<file path="src/rtl/sparc_exu_bypscbd_if.sv">
// Bundle between decode/issue, the bypass scoreboard and the bypass muxes.
// The master drives issue/decode state; the slave (scoreboard) returns selects and stalls.
interface sparc_exu_bypscbd_if #(
  parameter int unsigned NSTG = 4,
  parameter int unsigned NOPS = 3,
  parameter int unsigned TIDW = 2,
  parameter int unsigned RW   = 5
);
  logic                     hold;
  logic                     iss_vld;
  logic                     iss_wen;
  logic [TIDW-1:0]          iss_tid;
  logic [RW-1:0]            iss_rd;
  logic [NSTG-1:0]          kill;
  logic [NSTG-1:0]          stg_rdy;
  logic [TIDW-1:0]          rs_tid;
  logic [NOPS*RW-1:0]       rs;
  logic [NOPS-1:0]          use_other;
  logic [NOPS*(NSTG+1)-1:0] byp_sel;
  logic [NOPS-1:0]          byp_stall;
  logic                     stall_any;
  logic [NSTG-1:0]          stg_vld;

  modport master (
    output hold, iss_vld, iss_wen, iss_tid, iss_rd, kill, stg_rdy, rs_tid, rs, use_other,
    input  byp_sel, byp_stall, stall_any, stg_vld
  );

  modport slave (
    input  hold, iss_vld, iss_wen, iss_tid, iss_rd, kill, stg_rdy, rs_tid, rs, use_other,
    output byp_sel, byp_stall, stall_any, stg_vld
  );
endinterface

</file>
<file path="src/rtl/sparc_exu_bypscbd.sv">
// Bypass scoreboard: tracks in-flight register writers per stage and derives a one-hot
// bypass select plus stall request for each decode source operand.
module sparc_exu_bypscbd #(
  parameter int unsigned NSTG = 4,
  parameter int unsigned NOPS = 3,
  parameter int unsigned TIDW = 2,
  parameter int unsigned RW   = 5
) (
  input logic                rclk,
  input logic                reset,
  sparc_exu_bypscbd_if.slave bif
);

  localparam int unsigned SW = NSTG + 1;
  localparam logic [SW-1:0] RfSel = {1'b1, {NSTG{1'b0}}};

  logic [NSTG-1:0]           vld_q, vld_d;
  logic [NSTG-1:0][TIDW-1:0] tid_q, tid_d;
  logic [NSTG-1:0][RW-1:0]   rd_q, rd_d;

  // Kill applies to pre-edge stage indices: in place under hold, on the shifted entry otherwise.
  always_comb begin
    vld_d = vld_q & ~bif.kill;
    tid_d = tid_q;
    rd_d  = rd_q;
    if (!bif.hold) begin
      vld_d[0] = bif.iss_vld & bif.iss_wen & (bif.iss_rd != '0);
      tid_d[0] = bif.iss_tid;
      rd_d[0]  = bif.iss_rd;
      for (int i = 1; i < NSTG; i++) begin
        vld_d[i] = vld_q[i-1] & ~bif.kill[i-1];
        tid_d[i] = tid_q[i-1];
        rd_d[i]  = rd_q[i-1];
      end
    end
  end

  always_ff @(posedge rclk or posedge reset) begin
    if (reset) begin
      vld_q <= '0;
      tid_q <= '0;
      rd_q  <= '0;
    end else begin
      vld_q <= vld_d;
      tid_q <= tid_d;
      rd_q  <= rd_d;
    end
  end

  logic [NOPS*SW-1:0] byp_sel_c;
  logic [NOPS-1:0]    byp_stall_c;

  always_comb begin
    logic [RW-1:0]   rs_k;
    logic            hit;
    logic            hit_rdy;
    logic [NSTG-1:0] hit_oh;
    logic [SW-1:0]   sel_k;
    byp_sel_c   = '0;
    byp_stall_c = '0;
    rs_k        = '0;
    hit         = 1'b0;
    hit_rdy     = 1'b0;
    hit_oh      = '0;
    sel_k       = '0;
    for (int unsigned k = 0; k < NOPS; k++) begin
      rs_k    = bif.rs[k*RW +: RW];
      hit     = 1'b0;
      hit_rdy = 1'b0;
      hit_oh  = '0;
      // Scan oldest to youngest so the youngest match overwrites and wins.
      for (int i = NSTG - 1; i >= 0; i--) begin
        if (vld_q[i] && (tid_q[i] == bif.rs_tid) && (rd_q[i] == rs_k)) begin
          hit     = 1'b1;
          hit_rdy = bif.stg_rdy[i];
          hit_oh  = '0;
          hit_oh[i] = 1'b1;
        end
      end
      if (bif.use_other[k]) begin
        sel_k = '0;
      end else if ((rs_k == '0) || !hit) begin
        sel_k = RfSel;
      end else if (hit_rdy) begin
        sel_k = {1'b0, hit_oh};
      end else begin
        // Youngest producer not ready: never fall back to an older, stale copy.
        sel_k = RfSel;
        byp_stall_c[k] = 1'b1;
      end
      byp_sel_c[k*SW +: SW] = sel_k;
    end
  end

  assign bif.byp_sel   = byp_sel_c;
  assign bif.byp_stall = byp_stall_c;
  assign bif.stall_any = |byp_stall_c;
  assign bif.stg_vld   = vld_q;

endmodule

</file>
<file path="src/flat_wrapper.sv">
// flat-port wrapper written by rule: the top's interface ports become plain ports
module sparc_exu_bypscbd_flat 
#(
  parameter int unsigned NSTG = 4,
  parameter int unsigned NOPS = 3,
  parameter int unsigned TIDW = 2,
  parameter int unsigned RW   = 5
)
  (rclk, reset, bif_hold, bif_iss_vld, bif_iss_wen, bif_iss_tid, bif_iss_rd, bif_kill, bif_stg_rdy, bif_rs_tid, bif_rs, bif_use_other, bif_byp_sel, bif_byp_stall, bif_stall_any, bif_stg_vld);
  sparc_exu_bypscbd_if #(.NSTG(NSTG), .NOPS(NOPS), .TIDW(TIDW), .RW(RW)) bif_i ();
  input logic rclk;
  input logic reset;
  input wire logic [$bits(bif_i.hold)-1:0] bif_hold;
  input wire logic [$bits(bif_i.iss_vld)-1:0] bif_iss_vld;
  input wire logic [$bits(bif_i.iss_wen)-1:0] bif_iss_wen;
  input wire logic [$bits(bif_i.iss_tid)-1:0] bif_iss_tid;
  input wire logic [$bits(bif_i.iss_rd)-1:0] bif_iss_rd;
  input wire logic [$bits(bif_i.kill)-1:0] bif_kill;
  input wire logic [$bits(bif_i.stg_rdy)-1:0] bif_stg_rdy;
  input wire logic [$bits(bif_i.rs_tid)-1:0] bif_rs_tid;
  input wire logic [$bits(bif_i.rs)-1:0] bif_rs;
  input wire logic [$bits(bif_i.use_other)-1:0] bif_use_other;
  output wire logic [$bits(bif_i.byp_sel)-1:0] bif_byp_sel;
  output wire logic [$bits(bif_i.byp_stall)-1:0] bif_byp_stall;
  output wire logic [$bits(bif_i.stall_any)-1:0] bif_stall_any;
  output wire logic [$bits(bif_i.stg_vld)-1:0] bif_stg_vld;
  assign bif_i.hold = bif_hold;
  assign bif_i.iss_vld = bif_iss_vld;
  assign bif_i.iss_wen = bif_iss_wen;
  assign bif_i.iss_tid = bif_iss_tid;
  assign bif_i.iss_rd = bif_iss_rd;
  assign bif_i.kill = bif_kill;
  assign bif_i.stg_rdy = bif_stg_rdy;
  assign bif_i.rs_tid = bif_rs_tid;
  assign bif_i.rs = bif_rs;
  assign bif_i.use_other = bif_use_other;
  assign bif_byp_sel = bif_i.byp_sel;
  assign bif_byp_stall = bif_i.byp_stall;
  assign bif_stall_any = bif_i.stall_any;
  assign bif_stg_vld = bif_i.stg_vld;
  sparc_exu_bypscbd #(.NSTG(NSTG), .NOPS(NOPS), .TIDW(TIDW), .RW(RW)) u_core (.rclk(rclk), .reset(reset), .bif(bif_i));
endmodule
</file>
<file path="config.mk">
export PLATFORM = sky130hd
export DESIGN_NAME = sparc_exu_bypscbd_flat
export DESIGN_NICKNAME = d
export VERILOG_FILES = /design/src/rtl/sparc_exu_bypscbd_if.sv /design/src/rtl/sparc_exu_bypscbd.sv /design/src/flat_wrapper.sv
export SDC_FILE = /design/constraint.sdc
export NUM_CORES = 1
export LEC_CHECK = 0
export CORE_ASPECT_RATIO = 1.4
export CORE_MARGIN = 2
export CORE_UTILIZATION = 40
export DETAILED_ROUTE_END_ITERATION = 10
export GPL_ROUTABILITY_DRIVEN = 0
export PLACE_DENSITY = 0.7
export SYNTH_ARGS = -nofsm -noshare
export SYNTH_HDL_FRONTEND = slang
export SYNTH_SLANG_ARGS = --single-unit
</file>
<file path="constraint.sdc">
create_clock -name rclk -period 2.7 [get_ports rclk]
set_input_delay 0.54 -clock rclk [delete_from_list [all_inputs] [get_ports rclk]]
set_output_delay 0.54 -clock rclk [all_outputs]
set_load 0.1 [all_outputs]
</file>
==> out/qor.csv <==
stage;metric;value;unit
cells_and_area;Layout Cells excl Fill;485;
timing;maximum clock rate;0.324;GHz
clock_tree;worst-case clock buffer depth;2;
floorplan;Core Box Area;6130;sq um
yosys;Post-Synth Adder-Cell Area;0;
yosys;Seq/Total Area, Yosys;0.319;
worst_hold_path;hold path startpoint;u_core.tid_q[6];
cells_and_area;number of nets in the layout;452;
pwr;Tot Pwr;1.86;mW
worst_setup_path;CP Max Fanout;5;
yosys;post-synthesis net count;302;
yosys;Warnings, synthesis;0;
floorplan;io pins;63;
cells_and_area;fillers;360;
timing;Final Skew;0.00464;ns
worst_setup_path;RR Endpoint;u_core.rd_q[8];
place;# port buffers;62;
grt;vias in the first global route;2922;
outcome;status;complete, but fails checks;
worst_hold_path;worst hold endpoint;u_core.tid_q[6];
yosys;synth unique cells;40;
yosys;#FFs+latches synth;32;
worst_setup_path;reg2reg start;u_core.rd_q[8];
worst_setup_path;Worst Setup Start Kind;input pin;
timing;WHS;0.567;ns
grt;number of antenna violations at the first check in global routing;0;
worst_setup_path;CP Capture Type;output port;
clock_tree;TritonCTS Buffers;5;
cells_and_area;footprint of the multi-input gates;2260;sq um
timing;RSZ-0062 raised after global routing;true;
floorplan;Initial Util;0.410;
timing;Worst-Margin Slew;0.541;ns
place;worst slack at placement;-0.804;ns
yosys;Syn Area/Cell;9.59;sq um
yosys;largest family of logic cells by synthesized area;XOR/XNOR gates;
yosys;Compound-Gate Fraction of Synth Area;0.0593;
outcome;failing checks;negative setup slack;
drt;DR WL/cell;19.2;um
timing;Setup WS post-layout;-0.389;ns
clock_tree;Clock Sinks;32;
place;placed cell areas;4160;sq um
worst_hold_path;hold path depth;1;
yosys;Post-Synth Simple-Gate Area;0.186;
grt;first-pass GRT wire length;13.6;mm
drt;Vias;2653;
run;max_cap viols;0;
drt;# DRC;0;
timing;min cycle time layout;3.09;ns
yosys;synth top area cells;dfrtp_1 (32%), xnor2_1 (16%), mux2_2 (13%);
worst_setup_path;reg2reg path depth;2;
grt;total global-route track usage;0.254;
place;placed cells;451;
timing;Final setup viols;19;
pwr;total leakage power;1.98;nW
clock_tree;H-tree lvl count;2;
clock_tree;clk slew on worst S/H paths;0.06;ns
cells_and_area;most frequent cells in the layout;buf_4 (90), mux2_2 (28), xnor2_1 (24);
yosys;post-synth top area share;0.319;
worst_setup_path;Critical Path AT;2.55;ns
timing;period utilization;1.14;
cells_and_area;Layout area overhead;94.9;%
drt;Final ANT Viol Nets;0;
clock_tree;CTS tree;done;
yosys;post-synthesis cell count;262;
drt;post-DR vias/cell;5.47;
cells_and_area;Seq. cell area;821;sq um
floorplan;die footprint;6940;sq um
floorplan;Die Y;97.8;um
cells_and_area;# diodes;0;
place;hpwl dp;6.18;mm
worst_hold_path;hold crit path type;reg -> reg;
grt;GRT overflow;0;
timing;hold violation count in the final report;0;
floorplan;Rows;34;
clock_tree;Worst-Skew Late Latency;0.29;ns
timing;Slew Limit Fails;0;
cells_and_area;most common cell after layout, fill and taps aside;buf_4;
worst_setup_path;r2r setup slk;1.66;ns
drt;final WL;9.30;mm
worst_setup_path;Crit Path Class;in -> out;
drt;DRT Pass-1 Iters;4;
pwr;Pwr per Cell Area;380;nW/um^2
yosys;xor-xnor portion of the synthesized cell area;0.243;
floorplan;die width;71.0;um
timing;max_slew headroom;0.637;
worst_setup_path;Req. time, crit path;2.16;ns
yosys;mux cell area share after synthesis;0.142;
cells_and_area;final instance area;4900;sq um
cells_and_area;layout cells sized above 1;0.668;
drt;initial drt markers;69;
yosys;post-synth top area cell;dfrtp_1;
pwr;VDD IR max;0.000408;V
yosys;Mapped Area;2510;sq um
grt;largest net degree at the start of global routing;35;
clock_tree;CTS Root Cell;clkbuf_8;
-- sequential cells by signal, indices dropped and copies added, names as in the netlist --
register / cells
u_core.bif.stg_vld: 4
u_core.tid_q: 8
u_core.rd_q: 20
-- kinds of logic (layout without fill, tap and decap cells) --
| group | count (synthesis) | after routing |
|---|---|---|
| simple gates | 81 | 81 |
| xor+xnor | 68 | 68 |
| mux | 32 | 32 |
| flops | 32 | 32 |
| buf+inv | 30 | 181 |
| compound gates | 19 | 19 |
-- worst max path at each step --
stage                         start              end  cells after the start
floorplan             bif_rs_tid[0]   bif_byp_sel[1]                      8
global placement      bif_rs_tid[0]   bif_byp_sel[1]                     11
detailed placement    bif_rs_tid[0]   bif_byp_sel[8]                      9
CTS                   bif_rs_tid[1]  bif_byp_sel[11]                     11
global route        u_core.rd_q[10]  bif_byp_sel[13]                      8
finish                   bif_rs[12]  bif_byp_sel[13]                     10
-- cells in the mapped netlist --
cell and instances:
nor3b_2 1, nor4_2 2, nand4_1 7, xnor2_2 2
a211oi_2 1, xor2_1 21, mux2i_1 2, and4_1 1
nor4_1 7, a221oi_2 1, nand2b_1 5, buf_6 2
o31a_1 1, inv_1 9, o41a_1 1, nand3_1 11
nand3b_1 3, o21ai_0 2, nor3_1 9, xnor2_1 45
and4bb_1 1, nand2_1 10, or4_1 2, dfrtp_1 32
a22oi_1 2, a221oi_1 1, clkbuf_1 18, a31oi_1 2
nand3_2 1, o221ai_1 1, and2_1 1, and4b_1 2
a21oi_1 4, and3_1 4, o32ai_1 1, buf_1 1
o2111ai_1 1, nor2_1 14, mux2_2 30, a41oi_1 1
-- timing repair --
action | 4_1_cts | 5_1_grt
endpoints found under the setup margin | 19 | 19
resized for setup | 107 | 51
hold buffers | 0 | 0
pin swaps | 47 | 37
buffers inserted | 18 | 12
-- metrics by stage --
step	setup TNS (ns)	utilization
6_report	-5.42	0.799
5_1_grt	-7.24	0.799
4_1_cts	-5.29	0.759
3_5_place_dp	-12.84	0.679
3_3_place_gp	-12.35	0.679
2_1_floorplan	-8.85	-
-- per-layer routing --
metal | vias up | track usage | wire (um)
met2 | 103 | 0.491 | 5260
met1 | 1295 | 0.237 | 3130
met5 | - | 0 | 0
met3 | 45 | 0.0330 | 328
met4 | 0 | 0.173 | 594
li1 | 1210 | - | -
-- power breakdown --
part | leakage [nW] | internal [mW] | total [mW] | switching, mW
Sequential | 0.365 | 0.559 | 0.706 | 0.146
Combinational | 1.57 | 0.446 | 0.801 | 0.355
Clock | 0.0479 | 0.179 | 0.354 | 0.175
Total | 1.98 | 1.18 | 1.86 | 0.677
-- critical path, stage by stage --
cell and delay (ns):
clkbuf_2 0.09, buf_6 0.13, xnor2_1 0.21, nand3_1 0.15, nor4_4 0.40, nor2_2 0.12, a221oi_4 0.32, nand3_4 0.14
nor3b_4 0.25, buf_12 0.20
-- final cells by class --
cell class,count,area share
Multi-Input combinational cell,200,0.462
Sequential cell,32,0.168
Inverter,9,0.00766
Clock buffer,5,0.0141
Tap cell,72,0.0184
Timing Repair Buffer,164,0.326
Clock inverter,3,0.00383
(Power assumes the default switching activity.)
